`config.mk`:
```
export PLATFORM = sky130hd
export DESIGN_NAME = seq_mult_signed_flat
export DESIGN_NICKNAME = d
export VERILOG_FILES = /design/src/rtl/seq_mult_signed_if.sv /design/src/rtl/seq_mult_signed.sv /design/src/flat_wrapper.sv
export SDC_FILE = /design/constraint.sdc
export NUM_CORES = 1
export LEC_CHECK = 0
export ABC_AREA = 1
export BUFFER_PORTS_ARGS = -buffer_cell sky130_fd_sc_hd__buf_2
export CELL_PAD_IN_SITES_DETAIL_PLACEMENT = 0
export CELL_PAD_IN_SITES_GLOBAL_PLACEMENT = 1
export CORE_MARGIN = 4
export CORE_UTILIZATION = 43
export DETAILED_ROUTE_END_ITERATION = 8
export GPL_TIMING_DRIVEN = 0
export MAX_ROUTING_LAYER = met4
export PLACE_DENSITY_LB_ADDON = 0.25
export SYNTH_ARGS = -nofsm -noshare
export SYNTH_HDL_FRONTEND = slang
export SYNTH_SLANG_ARGS = --single-unit
```
`constraint.sdc`:
```
create_clock -name clk -period 3 [get_ports clk]
set_clock_uncertainty 0.1 [all_clocks]
set_input_delay 0.45 -clock clk [delete_from_list [all_inputs] [get_ports clk]]
set_output_delay 0.45 -clock clk [all_outputs]
set_load 0.02 [all_outputs]
```
`src/rtl/seq_mult_signed_if.sv`:
```
// Operand/result handshake bundle for the sequential signed/unsigned multiplier.
// The master drives operands and accepts the product; the slave is the multiplier.
interface seq_mult_signed_if #(
  parameter int Multiplicand_length = 8,
  parameter int Multiplier_length   = 4
);
  logic [Multiplicand_length-1:0]                   a;
  logic [Multiplier_length-1:0]                     b;
  logic                                             is_signed;
  logic                                             ab_valid;
  logic                                             ab_ready;
  logic [Multiplicand_length+Multiplier_length-1:0] z;
  logic                                             z_valid;
  logic                                             z_ready;
  logic                                             busy;

  modport master (
    output a, b, is_signed, ab_valid, z_ready,
    input  ab_ready, z, z_valid, busy
  );

  modport slave (
    input  a, b, is_signed, ab_valid, z_ready,
    output ab_ready, z, z_valid, busy
  );
endinterface

```
`src/rtl/seq_mult_signed.sv`:
```
// Sequential shift-add multiplier, one multiplier bit per cycle, LSB first.
// Signed mode treats the multiplier MSB as negative weight (subtract on the
// last step) with a sign-extended multiplicand; unsigned mode zero-extends.
// All outputs come straight from registers.
module seq_mult_signed #(
  parameter int Multiplicand_length = 8,
  parameter int Multiplier_length   = 4
) (
  input  logic                clk,
  input  logic                rst,
  seq_mult_signed_if.slave    bus
);
  localparam int AW = Multiplicand_length;
  localparam int BW = Multiplier_length;
  localparam int ZW = AW + BW;
  localparam int W  = ZW + 1;
  localparam int CW = $clog2(BW + 1);

  typedef enum logic [1:0] {
    IDLE = 2'd0,
    CALC = 2'd1,
    DONE = 2'd2
  } state_t;

  state_t          state_q, state_d;
  logic [W-1:0]    acc_q, acc_d;
  logic [W-1:0]    mcand_q, mcand_d;
  logic [BW-1:0]   mplier_q, mplier_d;
  logic            sgn_q, sgn_d;
  logic [CW-1:0]   cnt_q, cnt_d;
  logic [ZW-1:0]   z_q, z_d;
  logic            ab_ready_q, ab_ready_d;
  logic            z_valid_q, z_valid_d;
  logic            busy_q, busy_d;
  logic            last_s;
  logic [W-1:0]    sum_s;

  // Widen the multiplicand to accumulator width, sign- or zero-extended by mode.
  function automatic logic [W-1:0] extend_a(input logic [AW-1:0] v, input logic s);
    logic [W-1:0] r;
    if (s) begin
      r = {{(W-AW){v[AW-1]}}, v};
    end else begin
      r = {{(W-AW){1'b0}}, v};
    end
    return r;
  endfunction

  // State and datapath registers; reset clears everything including z.
  always_ff @(posedge clk or negedge rst) begin
    if (!rst) begin
      state_q    <= IDLE;
      acc_q      <= {W{1'b0}};
      mcand_q    <= {W{1'b0}};
      mplier_q   <= {BW{1'b0}};
      sgn_q      <= 1'b0;
      cnt_q      <= {CW{1'b0}};
      z_q        <= {ZW{1'b0}};
      ab_ready_q <= 1'b1;
      z_valid_q  <= 1'b0;
      busy_q     <= 1'b0;
    end else begin
      state_q    <= state_d;
      acc_q      <= acc_d;
      mcand_q    <= mcand_d;
      mplier_q   <= mplier_d;
      sgn_q      <= sgn_d;
      cnt_q      <= cnt_d;
      z_q        <= z_d;
      ab_ready_q <= ab_ready_d;
      z_valid_q  <= z_valid_d;
      busy_q     <= busy_d;
    end
  end

  // Partial-sum step: add the shifted multiplicand for a set bit, subtract it
  // on the MSB step in signed mode (two's complement MSB has negative weight).
  always_comb begin
    last_s = (cnt_q == CW'(BW - 1));
    sum_s  = acc_q;
    if (mplier_q[0]) begin
      if (sgn_q && last_s) begin
        sum_s = acc_q - mcand_q;
      end else begin
        sum_s = acc_q + mcand_q;
      end
    end else begin
      sum_s = acc_q;
    end
  end

  // Next-state and registered-output decode for IDLE -> CALC -> DONE.
  always_comb begin
    state_d    = state_q;
    acc_d      = acc_q;
    mcand_d    = mcand_q;
    mplier_d   = mplier_q;
    sgn_d      = sgn_q;
    cnt_d      = cnt_q;
    z_d        = z_q;
    ab_ready_d = ab_ready_q;
    z_valid_d  = z_valid_q;
    busy_d     = busy_q;
    case (state_q)
      IDLE: begin
        if (bus.ab_valid) begin
          state_d    = CALC;
          acc_d      = {W{1'b0}};
          mcand_d    = extend_a(bus.a, bus.is_signed);
          mplier_d   = bus.b;
          sgn_d      = bus.is_signed;
          cnt_d      = {CW{1'b0}};
          ab_ready_d = 1'b0;
          z_valid_d  = 1'b0;
          busy_d     = 1'b1;
        end else begin
          state_d    = IDLE;
          ab_ready_d = 1'b1;
          z_valid_d  = 1'b0;
          busy_d     = 1'b0;
        end
      end
      CALC: begin
        acc_d    = sum_s;
        mcand_d  = mcand_q << 1;
        mplier_d = mplier_q >> 1;
        cnt_d    = cnt_q + CW'(1);
        if (last_s) begin
          state_d   = DONE;
          z_d       = sum_s[ZW-1:0];
          z_valid_d = 1'b1;
        end else begin
          state_d   = CALC;
        end
      end
      DONE: begin
        if (bus.z_ready) begin
          state_d    = IDLE;
          z_valid_d  = 1'b0;
          ab_ready_d = 1'b1;
          busy_d     = 1'b0;
        end else begin
          state_d    = DONE;
        end
      end
      default: begin
        state_d    = IDLE;
        ab_ready_d = 1'b1;
        z_valid_d  = 1'b0;
        busy_d     = 1'b0;
      end
    endcase
  end

  assign bus.ab_ready = ab_ready_q;
  assign bus.z_valid  = z_valid_q;
  assign bus.busy     = busy_q;
  assign bus.z        = z_q;

endmodule
```
`src/flat_wrapper.sv`:
```
// flat-port wrapper written by rule: the top's interface ports become plain ports
module seq_mult_signed_flat 
#(
  parameter int Multiplicand_length = 8,
  parameter int Multiplier_length   = 4
)
  (clk, rst, bus_a, bus_b, bus_is_signed, bus_ab_valid, bus_z_ready, bus_ab_ready, bus_z, bus_z_valid, bus_busy);
  seq_mult_signed_if #(.Multiplicand_length(Multiplicand_length), .Multiplier_length(Multiplier_length)) bus_i ();
  input  logic clk;
  input  logic rst;
  input wire logic [$bits(bus_i.a)-1:0] bus_a;
  input wire logic [$bits(bus_i.b)-1:0] bus_b;
  input wire logic [$bits(bus_i.is_signed)-1:0] bus_is_signed;
  input wire logic [$bits(bus_i.ab_valid)-1:0] bus_ab_valid;
  input wire logic [$bits(bus_i.z_ready)-1:0] bus_z_ready;
  output wire logic [$bits(bus_i.ab_ready)-1:0] bus_ab_ready;
  output wire logic [$bits(bus_i.z)-1:0] bus_z;
  output wire logic [$bits(bus_i.z_valid)-1:0] bus_z_valid;
  output wire logic [$bits(bus_i.busy)-1:0] bus_busy;
  assign bus_i.a = bus_a;
  assign bus_i.b = bus_b;
  assign bus_i.is_signed = bus_is_signed;
  assign bus_i.ab_valid = bus_ab_valid;
  assign bus_i.z_ready = bus_z_ready;
  assign bus_ab_ready = bus_i.ab_ready;
  assign bus_z = bus_i.z;
  assign bus_z_valid = bus_i.z_valid;
  assign bus_busy = bus_i.busy;
  seq_mult_signed #(.Multiplicand_length(Multiplicand_length), .Multiplier_length(Multiplier_length)) u_core (.clk(clk), .rst(rst), .bus(bus_i));
endmodule
```
# Word level (Yosys, flattened, before mapping)
# Index checks and enable logic that the tools add are counted.
# word_totals
word_cells	54
input_bits	17
output_inout_bits	15
reg_bits	51
# op_classes
eq_ne	7
n_bitwise	1
n_reduce_logical	9
add_sub_neg	3
n_mux	23
# op_table
op	n
$mux W13	5
$pmux W13 S2	2
$add A13 B13 Y13	1
$sub A13 B13 Y13	1
$reduce_and A2 Y1	5
$pmux W4 S2	1
$mux W1	6
$pmux W1 S3	2
$pmux W2 S3	1
$pmux W3 S2	1
$mux W2	2
$mux W4	1
$ne A2 B1 Y1 const B	2
$ne A2 B2 Y1 const B	2
$add A3 B1 Y3 const B	1
$eq A3 B2 Y1 const B	1
$mux W3	1
$reduce_and A3 Y1	1
$eq A2 B1 Y1 const B	1
$eq A2 B2 Y1 const B	1
$logic_not A2 Y1	1
$pmux W1 S2	1
$reduce_bool A2 Y1	1
$logic_and A1 B1 Y1	1
$not A1 Y1	1

# Logic depth before layout (Yosys ltp)
# Gate-level depths: netlist of the first run.
# logic_depth
word_depth	5
ltp_mapped	21
mapped_depth_nobuf	21

# Worst setup path after synthesis of the first run
# OpenSTA, ideal clock, no wires.
# synth_timing
path_type	flip-flop to flip-flop
start	register u_core.cnt_q[0]
end	register u_core.acc_q[10]
arrival_time_ns	2.478
stages_incl_launch_ff	17
period_less_slack_ns	2.696
slack_ns	0.304
n_path_buf	0
required_ns	2.783
setup_time_ns	0.117
cell_sequence	dfrtp_1 ha_1 ha_1 nand2_1 inv_1 o21ai_0 xor2_1 inv_1 ha_1 inv_1 o21bai_1 o21ai_0 nand3_1 nand2_1 nand3_1 nand3_1 nand2_1
# synth_between
elab_chain_len	5
# synth_rtl
element	line_no	source
start: declaration	seq_mult_signed.sv:30	logic [CW-1:0] cnt_q, cnt_d;
start signal: assignment	seq_mult_signed.sv:57	cnt_q <= {CW{1'b0}};
start signal: assignment	seq_mult_signed.sv:68	cnt_q <= cnt_d;
$eq A3 B2 Y1	seq_mult_signed.sv:79	last_s = (cnt_q == CW'(BW - 1));
$logic_and A1 B1 Y1	seq_mult_signed.sv:82	if (sgn_q && last_s) begin
$mux W13	seq_mult_signed.sv:82	
$mux W13	seq_mult_signed.sv:81	if (mplier_q[0]) begin
$pmux W13 S2	seq_mult_signed.sv:104	case (state_q)
end signal: assignment	seq_mult_signed.sv:53	acc_q <= {W{1'b0}};
end: declaration	seq_mult_signed.sv:26	logic [W-1:0] acc_q, acc_d;
# Every way passes these cells. The select of a mux whose other input is x is not followed.
# A chain may end at the register's enable or synchronous reset.

# Final worst setup path of the first run
# layout_timing
start	register u_core.cnt_q[1]
end	register u_core.z_q[5] (netlist: u_core.bus.z[5])
# layout_between
elab_chain_len	4
word_cells_on_any_way	5
classes_between	eq/ne: 1; mux: 2; reduce/logical: 2
# layout_rtl
element	line_no	source
$eq A3 B2 Y1 *	seq_mult_signed.sv:79	
$logic_and A1 B1 Y1	seq_mult_signed.sv:82	
$mux W13	seq_mult_signed.sv:82	
$mux W13	seq_mult_signed.sv:81	
end signal: assignment	seq_mult_signed.sv:58	z_q <= {ZW{1'b0}};
end signal: assignment	seq_mult_signed.sv:69	z_q <= z_d;
end: declaration	seq_mult_signed.sv:31	logic [ZW-1:0] z_q, z_d;
# Every way passes the cells marked *; elsewhere a longest branch is shown, timed or not. The select of a mux whose other input is x is not followed.

==> flow_metrics.env, run 1 <==
export IMPL_synth_edf_count=0
export IMPL_dr_pass1_iters=4
export IMPL_route_met3_wl_um=300
export IMPL_maxSlewViolCount=0
export IMPL_critPathLaunchType="flip-flop"
export IMPL_drt_iter0_drc=136
export IMPL_track_usage=0.182
export IMPL_die_w_um=89.8
export IMPL_tightest_slew_ns=1.10
export IMPL_reg2reg_depth=15
export IMPL_hold_path_class="in -> async"
export IMPL_port_buffers=31
export IMPL_grt_pass1_vias=2413
export IMPL_criticalPathCategory="reg -> reg"
export IMPL_max_cap_viol_count=0
export IMPL_wl_per_cell_um=14.2
export IMPL_synth_seq_cells=49
export IMPL_post_route_drc_count=0
export IMPL_syn_nets=396
export IMPL_worstPathMaxFanout=6
export IMPL_dp_cells=472
export IMPL_synth_seq_area_share=0.426
export IMPL_synth_area_sq_um=2880
export IMPL_path_clk_slew_ns=0.10
export IMPL_synthArstFlopShare=1.00
export IMPL_yosysUniqueCellTypes=35
export IMPL_die_height_um=89.8
export IMPL_regToRegStartpoint="u_core.cnt_q[1]$_DFFE_PN0P_"
export IMPL_m1WireLength_mm=3.38
export IMPL_top_layer_used="met4"
export IMPL_slew_headroom=0.264
export IMPL_slowest_delay_ns=0.38
export IMPL_post_dp_hpwl_mm=5.08
export IMPL_cts_tree="yes"
export IMPL_clockBufferDepth=2
export IMPL_ys_flop_type="dfrtp_1"
export IMPL_num_vias=2480
export IMPL_crit_top_cell="nand2_1"
export IMPL_period_needed_ns=2.81
export IMPL_coreArea_sq_um=6420
export IMPL_ys_warn_count=0
export IMPL_fp_dieArea_sq_um=8070
export IMPL_antennaDiodeCount=0
export IMPL_htree_levels=2
export IMPL_clock_sinks=49
export IMPL_ant_nets=0
export IMPL_antenna_found_initial=0
export IMPL_wl_mm=6.92
export IMPL_crit_path_cell_trace="ha_2 -> ha_4 -> nand2_4 -> buf_4 -> o21ai_0 -> inv_1 -> ha_1 -> nand2_1 -> o21ai_2 -> inv_1 -> o21bai_2 -> xor2_1 -> nand2_1 -> o211ai_1 -> nand2_1"
export IMPL_status="complete, no violations"
export IMPL_clock_latency_ns=0.31
export IMPL_drive_gt1_frac=0.200
export IMPL_grt_ovfl_total=0
export IMPL_nNetsFinal=441
export IMPL_max_freq_mhz=356
export IMPL_syn_to_final_growth_pct=17.0
export IMPL_grt_max_degree=50
export IMPL_pre_cts_ws_ns=-0.122
export IMPL_r2r_end="u_core.bus.z[5]$_DFFE_PN0P_"
export IMPL_wl_met2_mm=3.16
export IMPL_required_ns=3.09
export IMPL_ios=32
export IMPL_root_buffer="clkbuf_8"
export IMPL_hold_violations=0
export IMPL_cts_made_buffers=5
export IMPL_initial_core_util=0.448
export IMPL_nFillCells=637
export IMPL_gp_congestion=0.921
export IMPL_cp_slowest_cell="dfrtp_1"
export IMPL_grt_first_pass_wirelength_mm=11.7
export IMPL_fin_ws_ns=0.187
export IMPL_final_cells=487
export IMPL_rrSetupSlack_ns=0.19
export IMPL_setup_violations=0
export IMPL_vias_per_cell=5.09
export IMPL_synth_area_per_cell_sq_um=7.91
export IMPL_netlist_instances=364
export IMPL_crit_path_end_kind="flip-flop"
export IMPL_fp_row_count=29
export IMPL_period_share=0.938
export IMPL_worstPathArrival_ns=2.90
-- critical path, delay by kind of cell, from the launching register on --
family                   cells  cell delay [ns]
AND/OR/NAND/NOR              4             0.31
flip-flops                   1             0.38
AO/OA/AOI/OAI                4             0.74
adder cells (fa/ha/maj)      3             0.63
XOR/XNOR                     1             0.19
buffers and inverters        3             0.34
-- how the worst max path moves through the flow --
| stage | start | endpoint | slack (ns) | cells past startpoint |
|---|---|---|---|---|
| floorplan | u_core.cnt_q[0]$_DFFE_PN0P_ | u_core.acc_q[10]$_DFFE_PN0P_ | 0.30 | 16 |
| global placement | u_core.cnt_q[0]$_DFFE_PN0P_ | u_core.bus.z[10]$_DFFE_PN0P_ | -0.14 | 16 |
| detailed placement | u_core.cnt_q[0]$_DFFE_PN0P_ | u_core.bus.z[11]$_DFFE_PN0P_ | -0.12 | 21 |
| CTS | u_core.cnt_q[0]$_DFFE_PN0P_ | u_core.bus.z[7]$_DFFE_PN0P_ | 0.02 | 18 |
| global route | u_core.cnt_q[0]$_DFFE_PN0P_ | u_core.bus.z[11]$_DFFE_PN0P_ | -0.0005 | 22 |
| finish | u_core.cnt_q[1]$_DFFE_PN0P_ | u_core.bus.z[5]$_DFFE_PN0P_ | 0.19 | 15 |
-- cell usage in the layout, fill, tap and decap left out, types with 2 or more instances in the layout --
cell         n
o22ai_1      5
o21ai_1      5
o21ai_2      2
nand3_1     25
clkinvlp_4   2
buf_2       36
o221ai_1     2
or2_2        3
o211ai_1     3
nand2_1     95
ha_4         6
inv_1       50
clkbuf_8     5
ha_1         7
a21o_1       2
xor2_1      10
buf_4       10
a21oi_1      9
nor3_1      11
nand4_1      5
o21ai_0     20
nor2_1       9
dfrtp_1     48
a22oi_1      2
inv_2        5
a221oi_1     9
nor2_2       5
xnor2_1      2
clkbuf_1     4
-- cell type report --
cell class / count / area, sq um / share of cell area
inverters: 55 / 206 / 0.0612
plain buffers: 11 / 58.8 / 0.0174
well taps: 77 / 96.3 / 0.0286
repair buffers: 38 / 208 / 0.0616
flip-flops and latches: 49 / 1230 / 0.364
clock inverters: 2 / 15.0 / 0.00445
clock buffers: 6 / 72.6 / 0.0215
multi-input cells: 249 / 1490 / 0.441
-- synthesized netlist by cell type, types with 5 or more instances --
cell	n	area (sq um)
nand2_1	96	360
inv_1	53	199
dfrtp_1	48	1200
nand3_1	26	130
o21ai_0	22	110
ha_1	14	175
nor3_1	11	55.1
a21oi_1	10	50.1
xor2_1	10	87.6
a221oi_1	9	78.8
nor2_1	9	33.8
buf_2	5	25.0
nand4_1	5	31.3
nor2_2	5	31.3
o22ai_1	5	31.3
-- metrics by stage --
stage | area (sq um) | hold WS, ns | util | setup TNS (ns)
after detailed placement | 3130 | 0.360 | 0.488 | -0.976
after global placement | 3130 | 0.357 | 0.488 | -0.850
after CTS | 3230 | 0.243 | 0.502 | 0
after global routing | 3370 | 0.263 | 0.525 | -0.000503
after floorplan | 2880 | 0.0544 | - | 0
final | 3370 | 0.235 | 0.525 | 0
-- layer usage --
metal | vias up | GRT usage
li1 | 1290 | -
met1 | 1133 | 0.246
met2 | 51 | 0.286
met3 | 6 | 0.0284
met4 | 0 | 0.0498
met5 | - | -
-- flip-flops by register name (all words and copies together), names as in the netlist --
name	count
u_core.acc_q	12
u_core.bus.z	12
u_core.mcand_q	12
u_core.mplier_q	4
u_core.cnt_q	3
u_core.state_q	2
u_core.bus.ab_ready	1
u_core.bus.busy	1
u_core.bus.z_valid	1
u_core.sgn_q	1
-- kinds of logic after synthesis --
family	share of synthesized area
compound gates	0.144
xor+xnor	0.0365
fa+ha+maj	0.0678
buf+inv	0.0921
flops	0.426
simple gates	0.234
-- what timing repair did --
item / 4_1_cts / 5_1_grt
hold buffers: 0 / 0
buffers inserted: 0 / 7
gates resized for setup: 3 / 17
endpoints found under the setup margin: 14 / 14
pin swaps: 0 / 8
Power of run 1 is not shown: default switching activity piles up to over one toggle a cycle in this logic, so the estimate is an artifact.
==> inputs of run 2 (changes only) <==
--- a/config.mk
+++ b/config.mk
@@ -10,7 +10,7 @@
 export CELL_PAD_IN_SITES_DETAIL_PLACEMENT = 0
 export CELL_PAD_IN_SITES_GLOBAL_PLACEMENT = 1
 export CORE_MARGIN = 4
-export CORE_UTILIZATION = 43
+export CORE_UTILIZATION = 47
 export DETAILED_ROUTE_END_ITERATION = 8
 export GPL_TIMING_DRIVEN = 0
 export MAX_ROUTING_LAYER = met4
==> constraint.sdc (replaced) <==
create_clock -name clk -period 3.6 [get_ports clk]
set_clock_uncertainty 0.1 [all_clocks]
set_input_delay 0.54 -clock clk [delete_from_list [all_inputs] [get_ports clk]]
set_output_delay 0.54 -clock clk [all_outputs]
set_load 0.02 [all_outputs]
==> run 2 against run 1 <==
Net effect: design area down 4.6%; register-to-register slack better by 0.26 ns; first-iteration DRC count down 28%; sequential share of layout area up 1.7 points; critical path depth up 3; utilization up 1.8 points; non-clock buffer count down 7; critical path type unchanged; largest cell class unchanged; highest routed layer unchanged.
==> flow_metrics.env, run 2 (same netlist as run 1, synthesis figures left out) <==
export IMPL_cts_resized=0
export IMPL_final_common_cell="nand2_1"
export IMPL_post_route_drc_count=0
export IMPL_num_vias=2481
export IMPL_die_height_um=86.3
export IMPL_clock_latency_ns=0.30
export IMPL_critPathLaunchType="flip-flop"
export IMPL_required_ns=3.67
export IMPL_clock_sinks=49
export IMPL_grt_max_degree=50
export IMPL_slew_headroom=0.274
export IMPL_post_cts_buffers=0
export IMPL_clockBufferDepth=2
export IMPL_antenna_found_initial=0
export IMPL_nFillCells=594
export IMPL_fin_setup_tns_ns=0
export IMPL_slowest_delay_ns=0.40
export IMPL_design_area_sq_um=3220
export IMPL_cts_tree="yes"
export IMPL_post_dp_hpwl_mm=5.03
export IMPL_ios=32
export IMPL_grt_first_pass_wirelength_mm=11.3
export IMPL_hold_violations=0
export IMPL_antennaDiodeCount=0
export IMPL_maxSlewViolCount=0
export IMPL_drt_iter0_drc=98
export IMPL_crit_path_cell_trace="ha_1 -> ha_1 -> nand2_1 -> inv_1 -> a31oi_1 -> xor2_1 -> inv_1 -> ha_1 -> nand2_1 -> nand2_1 -> nand2_1 -> nand2_1 -> inv_1 -> nand2_1 -> xnor2_1 -> nand2_1 -> o21ai_1 -> o21ai_1"
export IMPL_grt_pass1_vias=2421
export IMPL_cp_top_family="adder cells"
export IMPL_grt_ovfl_total=0
export IMPL_postPlaceCellArea_sq_um=3130
export IMPL_final_cells=478
export IMPL_path_buf_inv=3
export IMPL_hold_path_class="in -> async"
export IMPL_dp_cells=470
export IMPL_path_clk_slew_ns=0.09
export IMPL_status="complete, no violations"
export IMPL_syn_to_final_growth_pct=11.7
export IMPL_worstPathArrival_ns=3.22
export IMPL_port_buffers=31
export IMPL_ant_nets=0
export IMPL_fp_row_count=28
export IMPL_drive_gt1_frac=0.151
export IMPL_initial_core_util=0.486
export IMPL_wl_per_cell_um=13.9
export IMPL_worstPathMaxFanout=10
export IMPL_setup_violations=0
export IMPL_dr_pass1_iters=4
export IMPL_criticalPathCategory="reg -> reg"
export IMPL_coreArea_sq_um=5920
export IMPL_max_freq_mhz=318
export IMPL_max_cap_viol_count=0
export IMPL_holdBufCountCts=0
export IMPL_die_w_um=86.3
export IMPL_tightest_slew_ns=1.09
export IMPL_nNetsFinal=434
export IMPL_gp_congestion=0.936
export IMPL_crit_top_cell="nand2_1"
export IMPL_root_buffer="clkbuf_8"
export IMPL_wl_mm=6.65
export IMPL_final_cell_mix="nand2_1, inv_1, dfrtp_1, buf_2, nand3_1"
export IMPL_fp_dieArea_sq_um=7440
export IMPL_htree_levels=2
export IMPL_rsz0062_at_grt="false"
export IMPL_track_usage=0.201
export IMPL_period_needed_ns=3.15
export IMPL_period_share=0.875
export IMPL_cp_slowest_cell="dfrtp_1"
export IMPL_crit_path_end_kind="flip-flop"
export IMPL_vias_per_cell=5.19
export IMPL_cts_made_buffers=5
-- run 2: cell count changes in the layout (fill, tap and decap cells not counted), sizes merged --
cell / previous run / this run
buf: 46 / 39
-- run 2: final timing paths --
path,startpoint,endpoint,slack (ns),cells after the start
min,rst,u_core.bus.z[7]$_DFFE_PN0P_,0.34,1
max reg2reg,u_core.cnt_q[0]$_DFFE_PN0P_,u_core.bus.z[7]$_DFFE_PN0P_,0.45,18
max in group asynchronous,rst,u_core.acc_q[5]$_DFFE_PN0P_,2.39,1
min in group clk,bus_is_signed,u_core.sgn_q$_DFFE_PN0P_,0.34,3
max,u_core.cnt_q[0]$_DFFE_PN0P_,u_core.bus.z[7]$_DFFE_PN0P_,0.45,18
min reg2reg,u_core.bus.z[9]$_DFFE_PN0P_,u_core.bus.z[9]$_DFFE_PN0P_,0.38,2
-- run 2: layout make-up --
type / count / area (sq um) / area share
clock buffers: 6 / 72.6 / 0.0226
clock inverters: 2 / 15.0 / 0.00467
inverters: 55 / 206 / 0.0642
well taps: 75 / 93.8 / 0.0292
repair buffers: 31 / 155 / 0.0482
plain buffers: 11 / 58.8 / 0.0183
flip-flops and latches: 49 / 1230 / 0.382
multi-input cells: 249 / 1390 / 0.431
-- run 2: routing by layer --
layer / share of wire / global-route usage / up-vias
met5: 0 / - / -
met4: 0.0092 / 0.0482 / 0
met3: 0.031 / 0.0352 / 4
met2: 0.47 / 0.321 / 41
met1: 0.49 / 0.268 / 1159
li1: - / - / 1277
-- run 2: stage by stage --
stage	util	worst slack, ns	hold WS, ns
3_3_place_gp	0.529	0.484	0.356
2_1_floorplan	-	0.904	0.144
3_5_place_dp	0.529	0.463	0.362
5_1_grt	0.543	0.126	0.360
4_1_cts	0.543	0.439	0.337
6_report	0.543	0.451	0.338
Power of run 2 is left out for the same reason.
